<file path="config.mk">
export PLATFORM = sky130hd
export DESIGN_NAME = tile_scheduler_flat
export DESIGN_NICKNAME = d
export VERILOG_FILES = /design/src/rtl/tile_scheduler_if.sv /design/src/rtl/tile_scheduler.sv /design/src/flat_wrapper.sv
export SDC_FILE = /design/constraint.sdc
export NUM_CORES = 1
export LEC_CHECK = 0
export ABC_AREA = 1
export CAP_MARGIN = 20
export CORE_MARGIN = 2
export CORE_UTILIZATION = 50
export DETAILED_ROUTE_END_ITERATION = 12
export PLACE_DENSITY = 0.69
export SYNTH_ARGS = -nofsm -noshare
export SYNTH_HDL_FRONTEND = slang
export SYNTH_SLANG_ARGS = --single-unit
</file>
<file path="constraint.sdc">
create_clock -name CLOCK_50 -period 2.8 [get_ports CLOCK_50]
set_clock_uncertainty 0.15 [all_clocks]
set_input_delay 0.42 -clock CLOCK_50 [delete_from_list [all_inputs] [get_ports CLOCK_50]]
set_output_delay 0.42 -clock CLOCK_50 [all_outputs]
set_load 0.02 [all_outputs]
</file>
<file path="src/rtl/tile_scheduler_if.sv">
// Game controls in, VGA plot stream and score/status out, for tile_scheduler.
interface tile_scheduler_if;
    logic       start;
    logic [3:0] key_press;
    logic [7:0] VGA_X;
    logic [6:0] VGA_Y;
    logic [2:0] VGA_COLOR;
    logic       plot;
    logic [7:0] score;
    logic       game_over;
    logic       frame_done;

    modport master (
        input  start, key_press,
        output VGA_X, VGA_Y, VGA_COLOR, plot, score, game_over, frame_done
    );

    modport slave (
        output start, key_press,
        input  VGA_X, VGA_Y, VGA_COLOR, plot, score, game_over, frame_done
    );
endinterface

</file>
<file path="src/rtl/tile_scheduler.sv">
// Piano-tiles game sequencer: owns falling-tile state, scoring and miss detection,
// and sweeps the whole screen once per frame, driving the VGA plot interface.
module tile_scheduler #(
    parameter int RES_W         = 160,
    parameter int RES_H         = 120,
    parameter int ROW_H         = 30,
    parameter int SCROLL_FRAMES = 4
) (
    input  logic             CLOCK_50,
    input  logic             resetn,
    tile_scheduler_if.master bus
);

    localparam int NUM_SLOTS = 5;
    localparam int OFF_W     = $clog2(ROW_H + 1);
    localparam int FC_W      = $clog2(SCROLL_FRAMES + 1);

    typedef enum logic [1:0] {
        IDLE,
        SWEEP,
        UPDATE
    } state_t;

    state_t state, state_n;

    logic [7:0]           x_cnt, x_cnt_n;
    logic [6:0]           y_cnt, y_cnt_n;
    logic [NUM_SLOTS-1:0] slot_valid, slot_valid_n;
    logic [NUM_SLOTS-1:0] slot_hit, slot_hit_n;
    logic [1:0]           slot_col   [NUM_SLOTS];
    logic [1:0]           slot_col_n [NUM_SLOTS];
    logic [OFF_W-1:0]     offset, offset_n;
    logic [FC_W-1:0]      frame_cnt, frame_cnt_n;
    logic [7:0]           lfsr;
    logic [7:0]           score_q, score_n;
    logic                 game_over_q, game_over_n;
    logic [7:0]           vga_x_q, vga_x_n;
    logic [6:0]           vga_y_q, vga_y_n;
    logic [2:0]           vga_color_q, vga_color_n;
    logic                 plot_q, plot_n;
    logic                 frame_done_q, frame_done_n;

    logic [1:0]           pix_col;
    logic                 pix_border;
    logic                 tile_here;
    logic                 tile_hit;
    logic [2:0]           pix_color;
    logic [9:0]           y_ext;

    logic                 restart;
    logic                 key_active;
    logic                 target4, target3;
    logic [1:0]           target_col;
    logic [NUM_SLOTS-1:0] key_hit_mask;
    logic                 key_score;
    logic                 key_fault;
    logic [NUM_SLOTS-1:0] hit_keyed;

    // Column decode; the three separator columns belong to no tile column.
    always_comb begin
        pix_col    = 2'd3;
        pix_border = 1'b0;
        if (x_cnt < 8'd39) begin
            pix_col = 2'd0;
        end else if (x_cnt == 8'd39) begin
            pix_border = 1'b1;
        end else if (x_cnt < 8'd79) begin
            pix_col = 2'd1;
        end else if (x_cnt == 8'd79) begin
            pix_border = 1'b1;
        end else if (x_cnt < 8'd119) begin
            pix_col = 2'd2;
        end else if (x_cnt == 8'd119) begin
            pix_border = 1'b1;
        end
    end

    // Slot s spans [s*ROW_H+offset-ROW_H, s*ROW_H+offset-1]; compared with y shifted by ROW_H to stay unsigned.
    assign y_ext = {3'b000, y_cnt} + 10'(ROW_H);

    always_comb begin
        tile_here = 1'b0;
        tile_hit  = 1'b0;
        for (int s = 0; s < NUM_SLOTS; s++) begin
            if (slot_valid[s] && !pix_border && (slot_col[s] == pix_col)
                && (y_ext >= 10'(s * ROW_H) + 10'(offset))
                && ({3'b000, y_cnt} < 10'(s * ROW_H) + 10'(offset))) begin
                tile_here = 1'b1;
                tile_hit  = slot_hit[s];
            end
        end
    end

    assign pix_color = tile_here  ? (tile_hit ? 3'b001 : 3'b000) :
                       pix_border ? 3'b010 : 3'b111;

    assign restart    = bus.start && ((state == IDLE) || game_over_q);
    assign key_active = (state != IDLE) && !game_over_q && (bus.key_press != 4'b0000);
    assign target4    = slot_valid[4] && !slot_hit[4];
    assign target3    = slot_valid[3] && !slot_hit[3];
    assign target_col = target4 ? slot_col[4] : slot_col[3];

    // Keys always judge the pre-scroll slots, so a hit in the shifting cycle rides along with its tile.
    always_comb begin
        key_hit_mask = '0;
        key_score    = 1'b0;
        key_fault    = 1'b0;
        if (key_active && (target4 || target3)) begin
            if (bus.key_press == (4'b0001 << target_col)) begin
                key_score = 1'b1;
                if (target4) begin
                    key_hit_mask[4] = 1'b1;
                end else begin
                    key_hit_mask[3] = 1'b1;
                end
            end else begin
                key_fault = 1'b1;
            end
        end
    end

    assign hit_keyed = slot_hit | key_hit_mask;

    always_comb begin
        state_n      = state;
        x_cnt_n      = x_cnt;
        y_cnt_n      = y_cnt;
        slot_valid_n = slot_valid;
        slot_hit_n   = slot_hit;
        slot_col_n   = slot_col;
        offset_n     = offset;
        frame_cnt_n  = frame_cnt;
        score_n      = score_q;
        game_over_n  = game_over_q;
        vga_x_n      = vga_x_q;
        vga_y_n      = vga_y_q;
        vga_color_n  = vga_color_q;
        plot_n       = 1'b0;
        frame_done_n = 1'b0;

        if (restart) begin
            state_n      = SWEEP;
            x_cnt_n      = '0;
            y_cnt_n      = '0;
            slot_valid_n = '0;
            slot_hit_n   = '0;
            slot_col_n   = '{default: 2'd0};
            offset_n     = '0;
            frame_cnt_n  = '0;
            score_n      = '0;
            game_over_n  = 1'b0;
        end else if (state == SWEEP || state == UPDATE) begin
            slot_hit_n = hit_keyed;
            if (key_score && (score_q != 8'hFF)) begin
                score_n = score_q + 8'd1;
            end
            if (key_fault) begin
                game_over_n = 1'b1;
            end

            if (state == SWEEP) begin
                plot_n      = 1'b1;
                vga_x_n     = x_cnt;
                vga_y_n     = y_cnt;
                vga_color_n = pix_color;
                if (x_cnt == 8'(RES_W - 1)) begin
                    x_cnt_n = '0;
                    if (y_cnt == 7'(RES_H - 1)) begin
                        y_cnt_n = '0;
                        state_n = UPDATE;
                    end else begin
                        y_cnt_n = y_cnt + 7'd1;
                    end
                end else begin
                    x_cnt_n = x_cnt + 8'd1;
                end
            end else begin
                frame_done_n = 1'b1;
                state_n      = SWEEP;
                x_cnt_n      = '0;
                y_cnt_n      = '0;
                if (!game_over_q) begin
                    if (frame_cnt == FC_W'(SCROLL_FRAMES - 1)) begin
                        frame_cnt_n = '0;
                        if (offset < OFF_W'(ROW_H - 1)) begin
                            offset_n = offset + OFF_W'(1);
                        end else begin
                            offset_n = '0;
                            if (slot_valid[4] && !hit_keyed[4]) begin
                                game_over_n = 1'b1;
                            end
                            for (int i = NUM_SLOTS - 1; i > 0; i--) begin
                                slot_valid_n[i] = slot_valid[i-1];
                                slot_col_n[i]   = slot_col[i-1];
                                slot_hit_n[i]   = hit_keyed[i-1];
                            end
                            slot_valid_n[0] = 1'b1;
                            slot_col_n[0]   = lfsr[1:0];
                            slot_hit_n[0]   = 1'b0;
                        end
                    end else begin
                        frame_cnt_n = frame_cnt + FC_W'(1);
                    end
                end
            end
        end
    end

    always_ff @(posedge CLOCK_50) begin
        if (!resetn) begin
            state        <= IDLE;
            x_cnt        <= '0;
            y_cnt        <= '0;
            slot_valid   <= '0;
            slot_hit     <= '0;
            slot_col     <= '{default: 2'd0};
            offset       <= '0;
            frame_cnt    <= '0;
            score_q      <= '0;
            game_over_q  <= 1'b0;
            vga_x_q      <= '0;
            vga_y_q      <= '0;
            vga_color_q  <= '0;
            plot_q       <= 1'b0;
            frame_done_q <= 1'b0;
        end else begin
            state        <= state_n;
            x_cnt        <= x_cnt_n;
            y_cnt        <= y_cnt_n;
            slot_valid   <= slot_valid_n;
            slot_hit     <= slot_hit_n;
            slot_col     <= slot_col_n;
            offset       <= offset_n;
            frame_cnt    <= frame_cnt_n;
            score_q      <= score_n;
            game_over_q  <= game_over_n;
            vga_x_q      <= vga_x_n;
            vga_y_q      <= vga_y_n;
            vga_color_q  <= vga_color_n;
            plot_q       <= plot_n;
            frame_done_q <= frame_done_n;
        end
    end

    // Tile source runs in every state so the sequence depends on when the player starts.
    always_ff @(posedge CLOCK_50) begin
        if (!resetn) begin
            lfsr <= 8'hA5;
        end else begin
            lfsr <= {lfsr[6:0], lfsr[7] ^ lfsr[5] ^ lfsr[4] ^ lfsr[3]};
        end
    end

    assign bus.VGA_X      = vga_x_q;
    assign bus.VGA_Y      = vga_y_q;
    assign bus.VGA_COLOR  = vga_color_q;
    assign bus.plot       = plot_q;
    assign bus.score      = score_q;
    assign bus.game_over  = game_over_q;
    assign bus.frame_done = frame_done_q;

endmodule
</file>
<file path="src/flat_wrapper.sv">
// flat-port wrapper written by rule: the top's interface ports become plain ports
module tile_scheduler_flat 
#(
    parameter int RES_W         = 160,
    parameter int RES_H         = 120,
    parameter int ROW_H         = 30,
    parameter int SCROLL_FRAMES = 4
)
  (CLOCK_50, resetn, bus_start, bus_key_press, bus_VGA_X, bus_VGA_Y, bus_VGA_COLOR, bus_plot, bus_score, bus_game_over, bus_frame_done);
  tile_scheduler_if bus_i ();
  input  logic CLOCK_50;
  input  logic resetn;
  input wire logic [$bits(bus_i.start)-1:0] bus_start;
  input wire logic [$bits(bus_i.key_press)-1:0] bus_key_press;
  output wire logic [$bits(bus_i.VGA_X)-1:0] bus_VGA_X;
  output wire logic [$bits(bus_i.VGA_Y)-1:0] bus_VGA_Y;
  output wire logic [$bits(bus_i.VGA_COLOR)-1:0] bus_VGA_COLOR;
  output wire logic [$bits(bus_i.plot)-1:0] bus_plot;
  output wire logic [$bits(bus_i.score)-1:0] bus_score;
  output wire logic [$bits(bus_i.game_over)-1:0] bus_game_over;
  output wire logic [$bits(bus_i.frame_done)-1:0] bus_frame_done;
  assign bus_i.start = bus_start;
  assign bus_i.key_press = bus_key_press;
  assign bus_VGA_X = bus_i.VGA_X;
  assign bus_VGA_Y = bus_i.VGA_Y;
  assign bus_VGA_COLOR = bus_i.VGA_COLOR;
  assign bus_plot = bus_i.plot;
  assign bus_score = bus_i.score;
  assign bus_game_over = bus_i.game_over;
  assign bus_frame_done = bus_i.frame_done;
  tile_scheduler #(.RES_W(RES_W), .RES_H(RES_H), .ROW_H(ROW_H), .SCROLL_FRAMES(SCROLL_FRAMES)) u_core (.CLOCK_50(CLOCK_50), .resetn(resetn), .bus(bus_i));
endmodule
</file>
# --- Word level (Yosys, flattened, before mapping) ---
# Cells that the tools add are included.
word_totals:
  regBits: 82
  out_inout_bits: 29
op_classes:
  addsub: 10
  order_cmp: 14
  n_eq_ne: 19
  shift: 1
  mux: 57
  n_bitwise: 10
  n_reduce_logical: 50
op_table:
  columns: ["operator", "n"]
  rows:
  - ["$ge 10x10->1", 4]
  - ["$lt 7x10->1", 4]
  - ["$mux 1", 34]
  - ["$logic_and 1x1->1", 28]
  - ["$mux 5", 5]
  - ["$mux 7", 3]
  - ["$mux 2", 10]
  - ["$add 7x5->8 const A", 2]
  - ["$add 8x1->8 const B", 2]
  - ["$eq 8x7->1 const B", 2]
  - ["$lt 8x7->1 const B", 2]
  - ["$mux 8", 2]
  - ["$reduce_and 3->1", 4]
  - ["$eq 2x2->1", 5]
  - ["$ge 10x5->1", 1]
  - ["$mux 3", 3]
  - ["$add 7x5->8 const B", 1]
  - ["$eq 8x6->1 const B", 1]
  - ["$eq 8x8->1 const B", 1]
  - ["$lt 8x6->1 const B", 1]
  - ["$ne 8x8->1 const B", 1]
  - ["$add 6x5->7 const A", 1]
  - ["$add 7x1->7 const B", 1]
  - ["$eq 7x7->1 const B", 1]
  - ["other kinds (25)", 42]

# --- Depth between registers and ports, before layout ---
logic_depth:
  ltp_word: 19
  ltp_mapped: 20
  mapped_depth_nobuf: 20

# --- Worst setup path after synthesis ---
# Ideal clock, no wire load.
synth_timing:
  path_type: "reg2reg"
  startpoint: "reg u_core.offset[3]"
  endpoint: "reg u_core.vga_color_q[0], in the netlist u_core.bus.VGA_COLOR[0]"
  setup_time_ns: 0.066
  arrival_time_ns: 2.320
  required_ns: 2.584
  path_slack_ns: 0.264
  path_stages_with_launch: 16
  n_path_buf: 0
  cell_sequence: "dfxtp_1 inv_1 ha_1 ha_1 ha_1 nand2_1 inv_1 nand4_1 nor2_1 a211oi_1 nand3_2 nand2_1 nand3_1 nand2_1 nand2_1 a21oi_2"
synth_via:
  elab_chain_len: 10
synth_rtl:
  columns: ["item", "line", "text"]
  rows:
  - ["start: declaration", "tile_scheduler.sv:32", "logic [OFF_W-1:0] offset, offset_n;"]
  - ["start signal: assignment", "tile_scheduler.sv:233", "offset <= offset_n;"]
  - ["$add 5x5->6 / $ge 10x5->1 (equally long branches)", "tile_scheduler.sv:86, tile_scheduler.sv:87", null]
  - ["$ge 10x10->1 / $logic_and 1x1->1 (equally long branches)", "tile_scheduler.sv:86", "&& (y_ext >= 10'(s * ROW_H) + 10'(offset))"]
  - ["$logic_and 1x1->1, on equally long branches", "tile_scheduler.sv:86, tile_scheduler.sv:87", null]
  - ["$logic_and 1x1->1 / $mux 1 (equally long branches)", "tile_scheduler.sv:87, tile_scheduler.sv:85", null]
  - ["$mux 1 (4 in a row)", "tile_scheduler.sv:85", "if (slot_valid[s] && !pix_border && (slot_col[s] == pix_col)"]
  - ["$mux 1", "tile_scheduler.sv:94", "assign pix_color = tile_here ? (tile_hit ? 3'b001 : 3'b000) :"]
  - ["$mux 3 *", "tile_scheduler.sv:94", null]
  - ["end signal: assignment", "tile_scheduler.sv:239", "vga_color_q <= vga_color_n;"]
  - ["end: declaration", "tile_scheduler.sv:39", "logic [2:0] vga_color_q, vga_color_n;"]
# Every way passes the cells marked *; elsewhere a longest branch is shown, timed or not.
# A chain may end at the register's enable or synchronous reset.

# --- Worst setup path in the final report ---
layout_timing:
  startpoint: "reg u_core.offset[4]"
  endpoint: "reg u_core.vga_color_q[0], in the netlist u_core.bus.VGA_COLOR[0]"
# The elaborated chain is that of the path after synthesis.

==> qor.csv <==
stage,metric,value,unit
outcome,status,completed,
final_layout,layout_commonest_cell,nand2_1,
final_layout,design_area,0.00617,mm²
global_route,grt_pass1_vias,4729,
final_layout,final_nets,862,
logic_synthesis,yosysWarnings,0,
clock_tree,clock_path_buffers,2,
logic_synthesis,mappedNetlistNets,807,
clock_tree,clk_latency,0.36,ns
logic_synthesis,yosys-mux-area-fraction,0,%
logic_synthesis,synth_xor_area_share,2.34,%
drt,num_vias,4932,
floorplan,die_area,0.0113,mm²
sta,period_needed,2.62,ns
setup_path,worstPathArrival,2.72,ns
placed_design,dpl_cell_area,0.00588,mm²
global_route,track_usage,25.3,%
global_route,grt_start_max_net_pins,33,
pwr,p_per_area,389,mW/mm²
final_layout,fill_cells,1006,
logic_synthesis,synth_simple_gate_area_share,27.4,%
logic_synthesis,synth-seq-cells,81,
setup_path,startpoint_type,register,
clock_tree,root_buffer,clkbuf_8,
sta,worst_pin_slew,0.538,ns
drt,drt_iter0_drc,292,
sta,slew_headroom,63.8,%
clock_tree,numCtsBuffers,9,
sta,fin_hold_ws,0.279,ns
setup_path,r2r_start,u_core.offset[4],
placed_design,buffer_ports.inserted,35,
floorplan,die_y,106,µm
logic_synthesis,yosysSeqAreaShare,30.9,%
global_route,use_met3,4.66,%
final_layout,final_cell_mix,"nand2_1 (124), inv_1 (95), nor2_1 (80), dfxtp_1 (78)",
placed_design,place_hpwl,10900,µm
sta,max_freq,0.382,GHz
placed_design,gp_congestion,0.982,
floorplan,rows,37,
logic_synthesis,syn_area_per_cell,7.13,µm²
worst_hold_path,hold_start,u_core.lfsr[6],
clock_tree,cts_tree,yes,
sta,min_period_over_period,93.5,%
floorplan,die_width,106,µm
setup_path,cp_max_fo,6,
clock_tree,clk_pin_slew,0.09,ns
global_route,antenna_found_initial,0,
clock_tree,cts_sinks,81,
final_layout,area.growth.synth_to_final,17.5,%
sta,hold_viol_final,0,
setup_path,endpoint_kind,register,
setup_path,startpoint,u_core.offset[4],
final_layout,layout-drive-gt1-share,12.4,%
final_layout,diodes,0,
drt,drtAntennaViolNets,0,
setup_path,required,2.90,ns
global_route,use_met1,35.0,%
pwr,p_leak,2.83,nW
pwr,p_total,0.00240,W
drt,drc,0,
global_route,use_met2,40.9,%
logic_synthesis,synth_cell_type_count,42,
worst_hold_path,hold_class,reg2reg,
global_route,grt_pass1_wl,22800,µm
drt,drt_wl_total,13700,µm
flow_run,drv_cap,0,
floorplan,start_util,51.1,%
drt,wire_per_inst,14.7,µm
floorplan,coreArea,0.0103,mm²
clock_tree,cts-htree-levels,3,
logic_synthesis,synthAdderAreaFrac,15.3,%
sta,finalMaxSlewViolations,0,
logic_synthesis,synth_compound_area_share,15.1,%
sta,finalSetupViolCount,0,
drt,dr.pass1.iters,5,
pwr,worst_ir_drop_vdd,0.237,mV
floorplan,io_pins,36,
logic_synthesis,synth_top_family_by_area,simple AND/OR/NAND/NOR gates,
clock_tree,post_cts_buffers,0,
global_route,grt-busiest-layer,met2,
global_route,overflow,0,
setup_path,crit_type,reg2reg,
drt,viasPerCell,5.29,
logic_synthesis,syn_area,0.00525,mm²
logic_synthesis,syn_inst,736,
sequential cells by signal (all words and copies together) (netlist names):
| register | count |
|---|---|
| u_core.bus.VGA_COLOR | 3 |
| u_core.bus.VGA_X | 8 |
| u_core.bus.VGA_Y | 7 |
| u_core.bus.frame_done | 1 |
| u_core.bus.game_over | 1 |
| u_core.bus.plot | 1 |
| u_core.bus.score | 8 |
| u_core.frame_cnt | 3 |
| u_core.lfsr | 8 |
| u_core.offset | 5 |
| u_core.slot_col | 10 |
| u_core.slot_hit | 4 |
| u_core.slot_valid | 5 |
| u_core.state | 2 |
| u_core.x_cnt | 8 |
| u_core.y_cnt | 7 |
repair_timing:
item | in CTS | in global routing
hold buffers | 0 | 0
resized for setup | 2 | 22
pin swaps | 0 | 2
endpoints found under the setup margin | 3 | 3
hold endpoints to repair | 0 | 0
cells in the mapped netlist:
master | n | area, µm²
nand3b_1 | 2 | 15.0
o21ai_2 | 2 | 17.5
nor4_1 | 1 | 6.26
o22ai_1 | 1 | 6.26
o31ai_1 | 1 | 7.51
dfxtp_1 | 81 | 1620
nand3_2 | 6 | 60.1
buf_1 | 1 | 3.75
a21oi_2 | 1 | 8.76
xnor2_1 | 4 | 35.0
o21ai_1 | 6 | 30.0
nand2_1 | 125 | 469
inv_1 | 102 | 383
a31oi_1 | 1 | 6.26
ha_1 | 64 | 801
a21oi_1 | 64 | 320
o21ai_0 | 59 | 295
o2111ai_1 | 1 | 8.76
inv_2 | 9 | 33.8
nor3_1 | 10 | 50.1
a2111oi_0 | 1 | 8.76
clkbuf_1 | 10 | 37.5
or2_2 | 2 | 12.5
o221a_2 | 1 | 11.3
nor3b_1 | 3 | 22.5
o211ai_1 | 1 | 7.51
nand4_4 | 1 | 21.3
nor2_4 | 3 | 33.8
a21boi_0 | 2 | 15.0
buf_4 | 1 | 7.51
a32o_1 | 1 | 10.0
xor2_1 | 10 | 87.6
nand4_1 | 15 | 93.8
nand3_1 | 41 | 205
nor2_1 | 81 | 304
nand2_4 | 3 | 33.8
a211oi_1 | 5 | 37.5
nand3b_4 | 1 | 20.0
buf_2 | 2 | 10.0
nand2_2 | 2 | 12.5
nor2_2 | 7 | 43.8
nand3_4 | 2 | 35.0
layout make-up:
class                   instances  area [µm²]  share of cell area, %
multi-input cells             530        3230                   52.3
flip-flops and latches         81        1630                   26.4
repair buffers                 58         523                   8.48
inverters                     111         417                   6.76
well taps                     136         170                   2.76
clock buffers                   9         124                   2.01
clock inverters                 7        77.6                   1.26
routing by layer:
metal,vias to the layer above,wire length [µm],part of all wire (%)
met3,11,581,4.2
met5,-,0,0
met1,2293,6770,49
met4,0,151,1.1
li1,2533,-,-
met2,95,6210,45
worst max-delay path: stages, from the launching register on:
cell and delay, ns:
dfxtp_1 0.41, inv_1 0.13, buf_4 0.19, ha_1 0.32, ha_1 0.28, nand2_1 0.08
o21ai_0 0.09, a211oi_1 0.27, nand3_1 0.17, nand3_2 0.13, nand2_1 0.06, nand3_1 0.06
nand2_1 0.05, nand2_1 0.06, a21oi_2 0.05
worst paths after layout:
check,to,slack (ns),cells past startpoint
worst max-delay path,u_core.bus.VGA_COLOR[0],0.18,14
worst min register to register,u_core.lfsr[7],0.28,1
worst min-delay path,u_core.lfsr[7],0.28,1
worst max register to register,u_core.bus.VGA_COLOR[0],0.18,14
stage by stage:
stage	instances	util, %	TNS, ns	setup slack, ns
floorplan	736	-	0	0.264
global placement	916	57.3	0	0.0143
detailed placement	916	57.3	-0.0223	-0.0162
CTS	932	59.3	0	0.00364
global route	932	60.0	-0.0156	-0.0156
finish	932	60.0	0	0.181
power by group:
group / switching (W) / internal [W]
Clock: 0.000462 / 0.000423
Combinational: 0.000188 / 0.000108
Sequential: 0.0000241 / 0.00119
cell families after synthesis:
family                     after synthesis
and+or+nand+nor                        305
buffers and inverters                  125
adders and majority gates               64
xor gates and xnor gates                14
AOI/OAI and AO/OA                      147
DFF                                     81
(Power assumes the default switching activity.)
